$ cat src/rtl/fetch_queue_if.sv
// Fetch-stage bus bundle: instruction-memory read port, branch redirect/halt controls
// and the decode-side valid/ready instruction stream.
interface fetch_queue_if #(
    parameter int DEPTH = 4,
    parameter int AW    = 8,
    parameter int IW    = 8
) ();
    localparam int LW = $clog2(DEPTH) + 1;

    logic          imem_re;
    logic [AW-1:0] imem_addr;
    logic [IW-1:0] imem_rdata;
    logic          redirect;
    logic [AW-1:0] redirect_pc;
    logic          halt;
    logic          ins_valid;
    logic          ins_ready;
    logic [IW-1:0] ins_data;
    logic [AW-1:0] ins_pc;
    logic [LW-1:0] level;

    modport master (
        output imem_re, imem_addr, ins_valid, ins_data, ins_pc, level,
        input  imem_rdata, redirect, redirect_pc, halt, ins_ready
    );

    modport slave (
        input  imem_re, imem_addr, ins_valid, ins_data, ins_pc, level,
        output imem_rdata, redirect, redirect_pc, halt, ins_ready
    );
endinterface

$ cat src/rtl/fetch_queue.sv
// Instruction fetch stage: owns the fetch PC, issues synchronous memory reads and buffers
// returned instructions in a credit-controlled prefetch FIFO; redirect flushes everything.
module fetch_queue #(
    parameter int DEPTH = 4,
    parameter int AW    = 8,
    parameter int IW    = 8
) (
    input  logic           clk,
    input  logic           rst_n,
    fetch_queue_if.master  bus
);
    localparam int PW = $clog2(DEPTH);
    localparam int LW = PW + 1;
    localparam logic [LW:0] DEPTH_C = (LW+1)'(DEPTH);

    typedef enum logic [1:0] {
        ST_IDLE = 2'd0,
        ST_RUN  = 2'd1,
        ST_HALT = 2'd2
    } state_t;

    state_t         state_r;
    logic [AW-1:0]  fetch_pc_r;
    logic           inflight_r;
    logic [AW-1:0]  inflight_pc_r;
    logic [LW-1:0]  level_r;
    logic [PW-1:0]  rd_ptr_r;
    logic [PW-1:0]  wr_ptr_r;
    logic [IW-1:0]  data_mem_r [DEPTH];
    logic [AW-1:0]  pc_mem_r   [DEPTH];

    logic           credit_s;
    logic           issue_s;
    logic           push_s;
    logic           pop_s;

    // Credit counts the in-flight read but never this cycle's pop, so a push cannot overflow.
    assign credit_s = ({1'b0, level_r} + {{LW{1'b0}}, inflight_r}) < DEPTH_C;
    assign issue_s  = (state_r == ST_RUN) && !bus.redirect && credit_s;
    assign push_s   = inflight_r && !bus.redirect;
    assign pop_s    = (level_r != {LW{1'b0}}) && bus.ins_ready && !bus.redirect;

    assign bus.imem_re   = issue_s;
    assign bus.imem_addr = fetch_pc_r;
    assign bus.ins_valid = (level_r != {LW{1'b0}});
    assign bus.ins_data  = data_mem_r[rd_ptr_r];
    assign bus.ins_pc    = pc_mem_r[rd_ptr_r];
    assign bus.level     = level_r;

    // Fetch FSM, PC sequencing and in-flight tracking; redirect overrides issue and halt.
    always_ff @(posedge clk or negedge rst_n) begin
        if (!rst_n) begin
            state_r       <= ST_IDLE;
            fetch_pc_r    <= {AW{1'b0}};
            inflight_r    <= 1'b0;
            inflight_pc_r <= {AW{1'b0}};
        end else begin
            inflight_r    <= issue_s;
            inflight_pc_r <= fetch_pc_r;
            if (bus.redirect) begin
                fetch_pc_r <= bus.redirect_pc;
            end else if (issue_s) begin
                fetch_pc_r <= fetch_pc_r + AW'(1'b1);
            end else begin
                fetch_pc_r <= fetch_pc_r;
            end
            case (state_r)
                ST_IDLE: state_r <= ST_RUN;
                ST_RUN:  state_r <= (bus.halt && !bus.redirect) ? ST_HALT : ST_RUN;
                ST_HALT: state_r <= bus.halt ? ST_HALT : ST_RUN;
                default: state_r <= ST_IDLE;
            endcase
        end
    end

    // Prefetch FIFO storage, pointers and occupancy; a redirect empties it and drops the response.
    always_ff @(posedge clk or negedge rst_n) begin
        if (!rst_n) begin
            level_r  <= {LW{1'b0}};
            rd_ptr_r <= {PW{1'b0}};
            wr_ptr_r <= {PW{1'b0}};
            for (int i = 0; i < DEPTH; i++) begin
                data_mem_r[i] <= {IW{1'b0}};
                pc_mem_r[i]   <= {AW{1'b0}};
            end
        end else if (bus.redirect) begin
            level_r  <= {LW{1'b0}};
            rd_ptr_r <= {PW{1'b0}};
            wr_ptr_r <= {PW{1'b0}};
        end else begin
            if (push_s) begin
                data_mem_r[wr_ptr_r] <= bus.imem_rdata;
                pc_mem_r[wr_ptr_r]   <= inflight_pc_r;
                wr_ptr_r             <= wr_ptr_r + PW'(1'b1);
            end else begin
                wr_ptr_r <= wr_ptr_r;
            end
            if (pop_s) begin
                rd_ptr_r <= rd_ptr_r + PW'(1'b1);
            end else begin
                rd_ptr_r <= rd_ptr_r;
            end
            case ({push_s, pop_s})
                2'b10:   level_r <= level_r + LW'(1'b1);
                2'b01:   level_r <= level_r - LW'(1'b1);
                default: level_r <= level_r;
            endcase
        end
    end
endmodule

$ cat src/flat_wrapper.sv
// flat-port wrapper written by rule: the top's interface ports become plain ports
module fetch_queue_flat 
#(
    parameter int DEPTH = 4,
    parameter int AW    = 8,
    parameter int IW    = 8
)
  (clk, rst_n, bus_imem_re, bus_imem_addr, bus_ins_valid, bus_ins_data, bus_ins_pc, bus_level, bus_imem_rdata, bus_redirect, bus_redirect_pc, bus_halt, bus_ins_ready);
  fetch_queue_if #(.DEPTH(DEPTH), .AW(AW), .IW(IW)) bus_i ();
  input  logic clk;
  input  logic rst_n;
  output wire logic [$bits(bus_i.imem_re)-1:0] bus_imem_re;
  output wire logic [$bits(bus_i.imem_addr)-1:0] bus_imem_addr;
  output wire logic [$bits(bus_i.ins_valid)-1:0] bus_ins_valid;
  output wire logic [$bits(bus_i.ins_data)-1:0] bus_ins_data;
  output wire logic [$bits(bus_i.ins_pc)-1:0] bus_ins_pc;
  output wire logic [$bits(bus_i.level)-1:0] bus_level;
  input wire logic [$bits(bus_i.imem_rdata)-1:0] bus_imem_rdata;
  input wire logic [$bits(bus_i.redirect)-1:0] bus_redirect;
  input wire logic [$bits(bus_i.redirect_pc)-1:0] bus_redirect_pc;
  input wire logic [$bits(bus_i.halt)-1:0] bus_halt;
  input wire logic [$bits(bus_i.ins_ready)-1:0] bus_ins_ready;
  assign bus_imem_re = bus_i.imem_re;
  assign bus_imem_addr = bus_i.imem_addr;
  assign bus_ins_valid = bus_i.ins_valid;
  assign bus_ins_data = bus_i.ins_data;
  assign bus_ins_pc = bus_i.ins_pc;
  assign bus_level = bus_i.level;
  assign bus_i.imem_rdata = bus_imem_rdata;
  assign bus_i.redirect = bus_redirect;
  assign bus_i.redirect_pc = bus_redirect_pc;
  assign bus_i.halt = bus_halt;
  assign bus_i.ins_ready = bus_ins_ready;
  fetch_queue #(.DEPTH(DEPTH), .AW(AW), .IW(IW)) u_core (.clk(clk), .rst_n(rst_n), .bus(bus_i));
endmodule
$ cat config.mk
export PLATFORM = sky130hd
export DESIGN_NAME = fetch_queue_flat
export DESIGN_NICKNAME = d
export VERILOG_FILES = /design/src/rtl/fetch_queue_if.sv /design/src/rtl/fetch_queue.sv /design/src/flat_wrapper.sv
export SDC_FILE = /design/constraint.sdc
export NUM_CORES = 1
export LEC_CHECK = 0
export ABC_AREA = 0
export CORE_MARGIN = 1.5
export CORE_UTILIZATION = 59
export DETAILED_ROUTE_END_ITERATION = 12
export PLACE_DENSITY = 0.84
export SYNTH_ARGS = -nofsm -noshare
export SYNTH_HDL_FRONTEND = slang
export SYNTH_SLANG_ARGS = --single-unit
$ cat constraint.sdc
create_clock -name clk -period 4.43 [get_ports clk]
set_clock_uncertainty 0.05 [all_clocks]
set_input_delay 1.329 -clock clk [delete_from_list [all_inputs] [get_ports clk]]
set_output_delay 1.329 -clock clk [all_outputs]
set_load 0.02 [all_outputs]
==> metrics.md <==
| Metric | Value |
|---|---|
| Total track usage | 22.8% |
| Clock power frac | 17.5% |
| Cell row count | 29 |
| Final Cycle Share | about nine tenths |
| Largest net degree at the start of global routing | 35 |
| Slew @ Worst Pin | around 0.83 ns |
| FMAX | 0.256 GHz |
| Slew HR | about 45% |
| Comb pwr share | 38.9% |
| Antenna Nets Post-Route | 0 |
| Total gr overflow | 0 |
| Synth top area cells | dfrtp_1 (56%), mux2_2 (17%), mux4_2 (9.0%), ha_1 (1.6%), a221o_1 (1.5%) |
| Yosys reg bits | 90 |
| GR peak layer | met2 |
| WHS Endpoint | u_core.inflight_pc_r[1]$_DFF_PN0_ |
| Area delta synth->final | 17.8% |
| RSZ-0062 raised after global routing | no |
| Status | finished with violations |
| Drt pass-1 iters | 8 |
| Nets | 341 |
| Hold_sp | u_core.bus.imem_addr[1]$_DFFE_PN0P_ |
| Reg-to-Reg End | u_core.data_mem_r[2]$_DFFE_PN0P_ |
| Post-synthesis cell count | between 200 and 300 |
| Htree depth | 3 |
| FF-to-FF setup slack | 2.41 ns |
| Drc violations | 2 |
| Top-area cell type share of the netlist area | around 56% |
| CTS Buf Count | 9 |
| Max-Cap Viols | 0 |
| R2R cell count | 3 |
| Fin cells | 394 |
| First-pass GRT wire length | ~13 mm |
| Die Y | 85.6 µm |
| Mapped Avg Cell Area | 15.4 µm² |
| Core region area | 0.00646 mm² |
| Die area | 0.00732 mm² |
| Required @ worst endpoint | 3.05 ns |
| Hold/Removal Path Class | flop to flop |
| Startpoint types | input pin |
| Final HPWL DP | 5.00 mm |
| Starting Density | 62.3% |
| Slew Viols, Final | 0 |
| Crit Path Max Fanout | 3 |
| Leakage power | roughly 2.2 nW |
| Via count | between 2k and 2.5k |
| Post-synth EDFFs | 0 |
| Ratio of cells with drive above 1 in the final layout | 33.1% |
| M3 GR Usage | 3.95% |
| Flop pwr share | a little over two fifths |
| Max incr delay on CP | about 0.46 ns |
| Antenna diode count | 0 |
| Main synth FF type | dfrtp_1 |
| Worst-path cell chain | clkdlybuf4s50_1, nor4b_4, nand2_1, inv_1, dlymetal6s2s_1 |
| Clock sinks | 90 |
| Post-synth ARST share | 100% |
| Worst Setup End Kind | primary output |
| Pwr dens | about 620 mW/mm² |
| R2R Path Start | u_core.inflight_r$_DFF_PN0_ |
| GPL Wtd Cong | between 0.7 and 0.8 |
| Final Power | 2.95 mW |
| Slowest stage cell, crit path | clkdlybuf4s50_1 |
| Total placed cells including tap cells | 380 |
| Sw Share | 32.4% |
| Port bufs | 49 |
| Starting DRC count in detailed routing | 152 |
| Avg WL per Cell | 18.7 µm |
| GR Util met2 | 38.2% |
| Final wirelength | 7.39 mm |
| Routing usage on met1 | between 20% and 30% |
| Unique masters post-synth | 35 |
| Clk buf depth | 2 |
| Mapped cell area | approximately 0.0040 mm² |
| Seq/Total Area, Yosys | 56.0% |
| Final setup viols | 0 |
| Ports | 50 |
| CTS tree | yes |
| Die Width | ~86 µm |
| WP data arrival | 2.53 ns |
| Most common cell in the synthesized netlist | dfrtp_1 |
| Net load switching power | 0.955 mW |
| Syn. warnings | 0 |
| Vias in the first global route | 2547 |
| Post-synth top cells | dfrtp_1 (90), mux2_2 (60), mux4_2 (16) |
| WHS Path Cells | 0 |
| CP bufs+invs | 3 |
| Cts hold-fix bufs | 0 |
| Worst path top cell family by delay | buffers and inverters |
| Tmin final | 3.91 ns |
| Root Driver | clkbuf_8 |
| Setup TNS | 0 ns |
| Max rail drop VDD | ~360 µV |
| CP Class | input pin to primary output |
| Int Power | roughly 2 mW |
| Worst-Skew Late Latency | 0.35 ns |
| Biggest area consumer among synthesized cells | dfrtp_1 |
| Initial antenna violation count | 0 |
| Clock transition at the registers of the reported paths | around 0.080 ns |
| Failing checks | design-rule violations |
| Endpoints failing hold | 0 |
| Syn nets | 288 |
| Util after Layout | 73.4% |
| DR vias/cell | 5.96 |
-- layout make-up --
cell class,instances,area [µm²]
clock buffers,12,165
clock inverters,2,12.5
fillers,431,1720
inverters,4,15.0
multi-input cells,154,1660
flip-flops and latches,90,2250
well taps,77,96.3
repair buffers,55,536
-- state kept, by name (all words and copies together), names as in the netlist --
signal                flops
u_core.bus.level          3
u_core.bus.imem_addr      8
u_core.rd_ptr_r           2
u_core.wr_ptr_r           2
u_core.inflight_pc_r      8
u_core.pc_mem_r          32
u_core.data_mem_r        32
u_core.state_r            2
u_core.inflight_r         1
-- per-stage QoR --
stage | setup slack, ns | hold slack (ns) | area (µm²)
after floorplan | 1.13 | 0.409 | 4020
after global placement | 0.160 | 0.406 | 4560
after detailed placement | 0.135 | 0.407 | 4560
after CTS | 0.126 | 0.425 | 4740
after global routing | 0.363 | 0.443 | 4740
final | 0.520 | 0.416 | 4740
-- cell usage in the layout, fill, tap and decap left out, drive strengths merged, types with 3 or more instances in the layout --
cell type / count
nor3b: 4
mux2: 64
clkbuf: 12
nor3: 6
dfrtp: 90
nand2: 8
nor2: 8
mux4: 16
and3: 4
clkdlybuf4s50: 47
nand3: 5
o21ai: 3
mux2i: 3
o21bai: 3
a221o: 6
buf: 7
ha: 5
inv: 4
-- cells by family after synthesis --
group | after synthesis | synth area share, %
flops | 90 | 56.0
mux | 83 | 27.6
simple gates | 41 | 6.50
compound gates | 20 | 4.29
buf+inv | 17 | 2.70
fa+ha+maj | 6 | 2.05
xor+xnor | 4 | 0.871
-- worst reg2reg max path: stages, from the launching register on --
cell and delay, ns:
dfrtp_1 0.53, nor2b_1 0.65, nand2_4 0.30, mux2_1 0.39
-- metal layers --
| metal | routed length, µm | part of all wire [%] |
|---|---|---|
| met5 | 0 | 0 |
| met4 | 121 | 1.6 |
| met3 | 215 | 2.9 |
| met2 | 3830 | 52 |
| met1 | 3220 | 44 |
-- how the worst max path moves through the flow --
stage,cells after the start,to,slack [ns],from
CTS,5,bus_imem_re,0.13,bus_redirect
detailed placement,5,bus_imem_re,0.13,bus_redirect
floorplan,3,bus_imem_re,1.13,bus_redirect
finish,5,bus_imem_re,0.52,bus_redirect
global placement,5,bus_imem_re,0.16,bus_redirect
global route,5,bus_imem_re,0.36,bus_redirect
-- power by group through the flow --
stage / clock (mW) / sequential [mW] / combinational [mW]
finish: 0.516 / 1.29 / 1.15
global route: 0.555 / 1.33 / 1.22
CTS: 0.520 / 1.29 / 1.16
detailed placement: 0 / 1.30 / 1.16
global placement: 0 / 1.28 / 1.13
floorplan: 0 / 1.25 / 0.748
-- what timing repair did --
item                                    in CTS  in global routing
resized for setup                            0                  1
setup buffers                                0                  0
endpoints found under the setup margin       0                  1
No activity file was read; power rests on OpenSTA's default activity.
